--- src/rtl/roi_capture_ctrl.sv ---
// ROI capture controller: arms on request or continuously, writes one ROI frame into a
// ping-pong buffer bank, validates completeness and hands full banks to inference in order.
module roi_capture_ctrl #(
  parameter int unsigned ROI_W  = 112,
  parameter int unsigned ROI_H  = 112,
  parameter int unsigned ADDR_W = 14
) (
  input  logic              i_pixel_clk,
  input  logic              i_rst,
  input  logic              i_cfg_continuous,
  input  logic              i_capture_req,
  input  logic              i_frame_vsync,
  input  logic              i_roi_valid,
  input  logic [6:0]        i_roi_x,
  input  logic [6:0]        i_roi_y,
  input  logic [15:0]       i_roi_pixel,
  output logic              o_buf_we,
  output logic              o_buf_bank,
  output logic [ADDR_W-1:0] o_buf_addr,
  output logic [15:0]       o_buf_wdata,
  output logic              o_infer_start,
  output logic              o_infer_bank,
  input  logic              i_infer_done,
  output logic              o_busy,
  output logic              o_capture_err,
  output logic [7:0]        o_frames_dropped
);

  typedef enum logic [1:0] {StIdle, StArm, StCapture, StCommit} state_e;

  localparam int unsigned       NumPix   = ROI_W * ROI_H;
  localparam logic [ADDR_W-1:0] LastCnt  = ADDR_W'(NumPix - 1);
  localparam logic [31:0]       RoiWBits = 32'(ROI_W);

  state_e              r_state, w_state_nxt;
  logic                r_vs_d;
  logic                r_wr_bank, w_wr_bank_nxt;
  logic                r_req_pend;
  logic [ADDR_W-1:0]   r_pix_cnt;
  logic [1:0]          r_full, w_full_nxt;
  logic                r_oldest, w_oldest_nxt;
  logic                r_infer_active;
  logic                r_infer_bank;
  logic                r_buf_we;
  logic                r_buf_bank;
  logic [ADDR_W-1:0]   r_buf_addr;
  logic [15:0]         r_buf_wdata;
  logic                r_capture_err;
  logic [7:0]          r_frames_dropped;

  logic                w_frame_start;
  logic                w_last_pix;
  logic                w_wr_en;
  logic                w_req_clr;
  logic                w_cnt_clr;
  logic                w_commit;
  logic                w_cap_err;
  logic                w_drop;
  logic                w_infer_start;
  logic                w_sel;
  logic                w_done;
  logic [ADDR_W-1:0]   w_addr;

  assign w_frame_start = i_frame_vsync & ~r_vs_d;
  assign w_last_pix    = i_roi_valid && (i_roi_x == 7'(ROI_W - 1)) && (i_roi_y == 7'(ROI_H - 1));
  assign w_wr_en       = (r_state == StCapture) && i_roi_valid && !w_frame_start;
  assign w_drop        = (r_state == StIdle) && i_cfg_continuous && (&r_full) && w_frame_start;

  // Constant-coefficient multiply unrolled into shifted adds of the row index.
  always_comb begin
    w_addr = ADDR_W'(i_roi_x);
    for (int b = 0; b < 32; b++) begin
      if (RoiWBits[b]) w_addr = w_addr + (ADDR_W'(i_roi_y) << b);
    end
  end

  always_comb begin
    w_state_nxt   = r_state;
    w_wr_bank_nxt = r_wr_bank;
    w_req_clr     = 1'b0;
    w_cnt_clr     = 1'b0;
    w_commit      = 1'b0;
    w_cap_err     = 1'b0;
    case (r_state)
      StIdle: begin
        if ((r_req_pend || i_cfg_continuous) && !(&r_full)) begin
          w_state_nxt   = StArm;
          w_wr_bank_nxt = r_full[0];
          w_req_clr     = 1'b1;
        end
      end
      StArm: begin
        if (w_frame_start) begin
          w_state_nxt = StCapture;
          w_cnt_clr   = 1'b1;
        end
      end
      StCapture: begin
        // A new frame start before the last pixel abandons this frame; the bank is kept.
        if (w_frame_start) begin
          w_cap_err   = 1'b1;
          w_state_nxt = StArm;
        end else if (w_last_pix) begin
          if (r_pix_cnt == LastCnt) begin
            w_state_nxt = StCommit;
          end else begin
            w_cap_err   = 1'b1;
            w_state_nxt = StArm;
          end
        end
      end
      StCommit: begin
        w_commit = 1'b1;
        if (i_cfg_continuous && !r_full[~r_wr_bank]) begin
          w_state_nxt   = StArm;
          w_wr_bank_nxt = ~r_wr_bank;
        end else begin
          w_state_nxt = StIdle;
        end
      end
      default: w_state_nxt = StIdle;
    endcase
  end

  assign w_infer_start = !r_infer_active && (|r_full);
  assign w_sel         = r_full[r_oldest] ? r_oldest : ~r_oldest;
  assign w_done        = i_infer_done && r_infer_active;

  // With at most one full bank it is by definition the oldest; with two, the pointer holds.
  always_comb begin
    w_full_nxt = r_full;
    if (w_done) w_full_nxt[r_infer_bank] = 1'b0;
    if (w_commit) w_full_nxt[r_wr_bank] = 1'b1;
    w_oldest_nxt = r_oldest;
    if (w_full_nxt == 2'b01) begin
      w_oldest_nxt = 1'b0;
    end else if (w_full_nxt == 2'b10) begin
      w_oldest_nxt = 1'b1;
    end
  end

  always_ff @(posedge i_pixel_clk) begin
    if (i_rst) begin
      r_state          <= StIdle;
      r_vs_d           <= 1'b0;
      r_wr_bank        <= 1'b0;
      r_req_pend       <= 1'b0;
      r_pix_cnt        <= '0;
      r_full           <= 2'b00;
      r_oldest         <= 1'b0;
      r_infer_active   <= 1'b0;
      r_infer_bank     <= 1'b0;
      r_buf_we         <= 1'b0;
      r_buf_bank       <= 1'b0;
      r_buf_addr       <= '0;
      r_buf_wdata      <= '0;
      r_capture_err    <= 1'b0;
      r_frames_dropped <= '0;
    end else begin
      r_state       <= w_state_nxt;
      r_vs_d        <= i_frame_vsync;
      r_wr_bank     <= w_wr_bank_nxt;
      r_req_pend    <= (r_req_pend & ~w_req_clr) | i_capture_req;
      r_full        <= w_full_nxt;
      r_oldest      <= w_oldest_nxt;
      r_capture_err <= w_cap_err;
      r_buf_we      <= w_wr_en;
      if (w_cnt_clr) begin
        r_pix_cnt <= '0;
      end else if (w_wr_en) begin
        r_pix_cnt <= r_pix_cnt + 1'b1;
      end
      if (w_wr_en) begin
        r_buf_bank  <= r_wr_bank;
        r_buf_addr  <= w_addr;
        r_buf_wdata <= i_roi_pixel;
      end
      if (w_infer_start) begin
        r_infer_active <= 1'b1;
        r_infer_bank   <= w_sel;
      end else if (w_done) begin
        r_infer_active <= 1'b0;
      end
      if (w_drop && (r_frames_dropped != 8'hff)) begin
        r_frames_dropped <= r_frames_dropped + 1'b1;
      end
    end
  end

  assign o_buf_we         = r_buf_we;
  assign o_buf_bank       = r_buf_bank;
  assign o_buf_addr       = r_buf_addr;
  assign o_buf_wdata      = r_buf_wdata;
  assign o_infer_start    = w_infer_start;
  assign o_infer_bank     = w_infer_start ? w_sel : r_infer_bank;
  assign o_busy           = (r_state != StIdle);
  assign o_capture_err    = r_capture_err;
  assign o_frames_dropped = r_frames_dropped;

endmodule

--- config.mk ---
export PLATFORM = sky130hd
export DESIGN_NAME = roi_capture_ctrl
export DESIGN_NICKNAME = d
export VERILOG_FILES = /design/src/rtl/roi_capture_ctrl.sv
export SDC_FILE = /design/constraint.sdc
export NUM_CORES = 1
export LEC_CHECK = 0
export ABC_AREA = 1
export BUFFER_PORTS_ARGS = -buffer_cell sky130_fd_sc_hd__buf_2
export CORE_MARGIN = 5
export CORE_UTILIZATION = 49
export CTS_CLUSTER_SIZE = 25
export DETAILED_ROUTE_END_ITERATION = 6
export GPL_TIMING_DRIVEN = 0
export PLACE_DENSITY = 0.86
export SYNTH_ARGS = -nofsm -noshare
export SYNTH_HDL_FRONTEND = slang
export SYNTH_SLANG_ARGS = --single-unit
--- constraint.sdc ---
create_clock -name i_pixel_clk -period 2.8 [get_ports i_pixel_clk]
set_clock_uncertainty 0.15 [all_clocks]
set_input_delay 0.42 -clock i_pixel_clk [delete_from_list [all_inputs] [get_ports i_pixel_clk]]
set_output_delay 0.42 -clock i_pixel_clk [all_outputs]
set_load 0.1 [all_outputs]
==> flow_summary.json <==
{
  "crit_top_cell": "inv_1",
  "grt_pass1_vias": 3407,
  "hold_viol": 0,
  "cap_violations": 0,
  "n_fill_cell": 603,
  "synth_commonest_cells": "nand2_1 (97), nor2_1 (93), inv_1 (66)",
  "netlist.area_leader.share": 0.371,
  "maxSlewViolCount": 0,
  "drc": 0,
  "crit_path_end": "o_buf_addr[10]",
  "place_hpwl_microns": 6620,
  "critical_path.startpoint": "i_roi_y[0]",
  "grt_overflow_total": 0,
  "cts_tree": "built",
  "worstReg2RegStart": "r_state[1]",
  "run_status": "complete, no violations",
  "grt_max_degree": 14,
  "rsz0062_at_grt": "false",
  "worst-path-max-fanout": 4,
  "slew_headroom": 0.650,
  "power_density_mw_per_mm2": 633,
  "crit_buf_inv": 6,
  "ys_seq_area_frac": 0.371,
  "synth_area_leader_cell": "dfxtp_1",
  "core_area_sq_mm": 0.00687,
  "num_rows": 30,
  "synth_warnings": 0,
  "initial_utilization": 0.511,
  "ff2ff_path_depth": 6,
  "cts.root.buffer_cell": "clkbuf_8",
  "synth_fp_nets": 565,
  "drt_iter0_markers": 217,
  "cts_buffers": 9,
  "worstPathArrival_ns": 2.80,
  "endpoint_kind": "flip-flop",
  "fmax_mhz": 375,
  "dpl_cell_area_sq_mm": 0.00404,
  "peakVddDrop_mv": 0.569,
  "grt_util_all_layers": 0.208,
  "p_leak_nw": 2.16,
  "reg2reg_to": "o_buf_wdata[8]",
  "ant_nets": 0,
  "post_cts_buffers": 0,
  "layout_min_cycle_time_ns": 2.67,
  "yosys-top-cells-area": "dfxtp_1 (37%), nand2_1 (10%), nor2_1 (10%)",
  "ctsHoldBuffers": 0,
  "cp_top_family": "adder cells",
  "synth_edf_count": 0,
  "htreeDepth": 3,
  "die_area_sq_mm": 0.00895,
  "area_delta_synth_final_pct": 21.7,
  "setup_viol": 0,
  "wl_microns": 8740,
  "synth-async-reset-ratio": 0,
  "syn_area_per_cell_sq_um": 7.03,
  "ys.flop_type": "dfxtp_1",
  "dieHeight_microns": 94.6,
  "fin_tns_setup_ns": 0,
  "cts.sinks": 65,
  "critical_path_depth": 13,
  "syn_inst": 499,
  "crit_type": "in2reg",
  "hold_path.class": "in2reg",
  "yosysMostFrequentCell": "nand2_1",
  "antenna_found_initial": 0,
  "yosysUniqueCellTypes": 30,
  "path_cells": "buf_2 > inv_1 > fa_1 > inv_1 > fa_1 > ha_1 > inv_1 > fa_2 > o21ai_2 > buf_4 > xor2_1 > o21ai_1 > inv_1",
  "num_vias": 3517,
  "drive_gt1_frac": 0.196,
  "fin_nets": 657,
  "worst_pin_slew_ns": 0.524,
  "ctsResizeCount": 0,
  "cts.clk_slew.worst_paths_ns": 0.08,
  "die_x_microns": 94.6,
  "grt_pass1_wl_microns": 14900,
  "utilization": 0.622,
  "diodes": 0,
  "crit_required_ns": 2.94,
  "clockBufferDepth": 2,
  "viasPerCell": 5.08,
  "ioPinCount": 81,
  "post_drt_wl_per_cell_microns": 12.6,
  "clkLatencyLatePin_ns": 0.34,
  "cpPeakStageDelay_ns": 0.51,
  "firstDrtPassIters": 6,
  "syn_area_sq_mm": 0.00351,
  "finalCritPeriodShare": 0.952,
  "start_kind": "input pin",
  "final_cell_area_sq_mm": 0.00427,
  "place_congestion": 0.866,
  "synth.ff_latch_count": 65,
  "slowest_stage": "fa_1",
  "io_buffers": 80,
  "rrSetupSlack_ns": 1.14
}
[registers in the layout, summed over array words and instances, names as in the netlist, 2 cells and up]
name and flops:
o_buf_addr 14, o_buf_wdata 16, o_frames_dropped 8, r_full 2, r_pix_cnt 14, r_state 2
[how the worst min path moves through the flow]
stage	depth (start not counted)	start	end	slack, ns
2_1_floorplan	2	r_pix_cnt[4]	r_pix_cnt[4]	0.27
3_3_place_gp	2	r_pix_cnt[4]	r_pix_cnt[4]	0.28
3_5_place_dp	2	r_pix_cnt[4]	r_pix_cnt[4]	0.29
4_1_cts	3	i_roi_x[2]	o_buf_addr[2]	0.13
5_1_grt	3	i_roi_pixel[5]	o_buf_wdata[5]	0.12
6_report	3	i_roi_pixel[5]	o_buf_wdata[5]	0.14
[power breakdown]
part	leakage, nW	switching (mW)	internal (mW)
combinational	1.52	0.594	0.191
sequential	0.526	0.0360	0.976
clock	0.108	0.395	0.510
total	2.16	1.02	1.68
[final cells by class]
type / count / area, sq um / share of cell area
Tap cell: 96 / 120 / 0.0281
Clock buffer: 9 / 124 / 0.0290
Timing Repair Buffer: 81 / 408 / 0.0955
Buffer: 13 / 63.8 / 0.0149
Inverter: 69 / 259 / 0.0607
Sequential cell: 65 / 1300 / 0.305
Multi-Input combinational cell: 352 / 1890 / 0.443
Clock inverter: 7 / 104 / 0.0243
[routing by layer]
layer	GRT usage	routed length (microns)	vias up
met1	0.230	3490	1594
met5	0	0	-
met3	0.0701	658	31
met4	0.0733	257	0
met2	0.368	4330	132
li1	-	-	1760
[stage by stage]
step	total power, mW	std cells	worst slack, ns	hold WS (ns)
CTS	2.71	691	0.104	0.131
floorplan	1.64	499	0.0161	0.271
finish	2.70	692	0.134	0.140
detailed placement	1.80	675	-0.256	0.287
global route	2.85	692	0.000305	0.125
global placement	1.78	675	-0.204	0.280
[kinds of logic after synthesis]
logic type	after synthesis	synth area share
adder cells (fa/ha/maj)	29	0.123
AND/OR/NAND/NOR	235	0.277
XOR/XNOR	8	0.0200
flip-flops	65	0.371
buffers and inverters	82	0.0920
AO/OA/AOI/OAI	80	0.117
[worst min-delay path, cell delays in order]
cell and delay, ns:
buf_2 0.07, nor2_1 0.03, nor2_1 0.08
[layout by cell type, fill, tap and decap left out, drive strengths merged, types with 7 or more instances in the layout]
cell type,count
nand3,25
fa,9
o21ai,46
nand2,98
ha,20
nor2,97
inv,70
a21oi,31
nand4,7
dfxtp,65
buf,88
clkbuf,15
No activity file was read; power rests on OpenSTA's default activity.
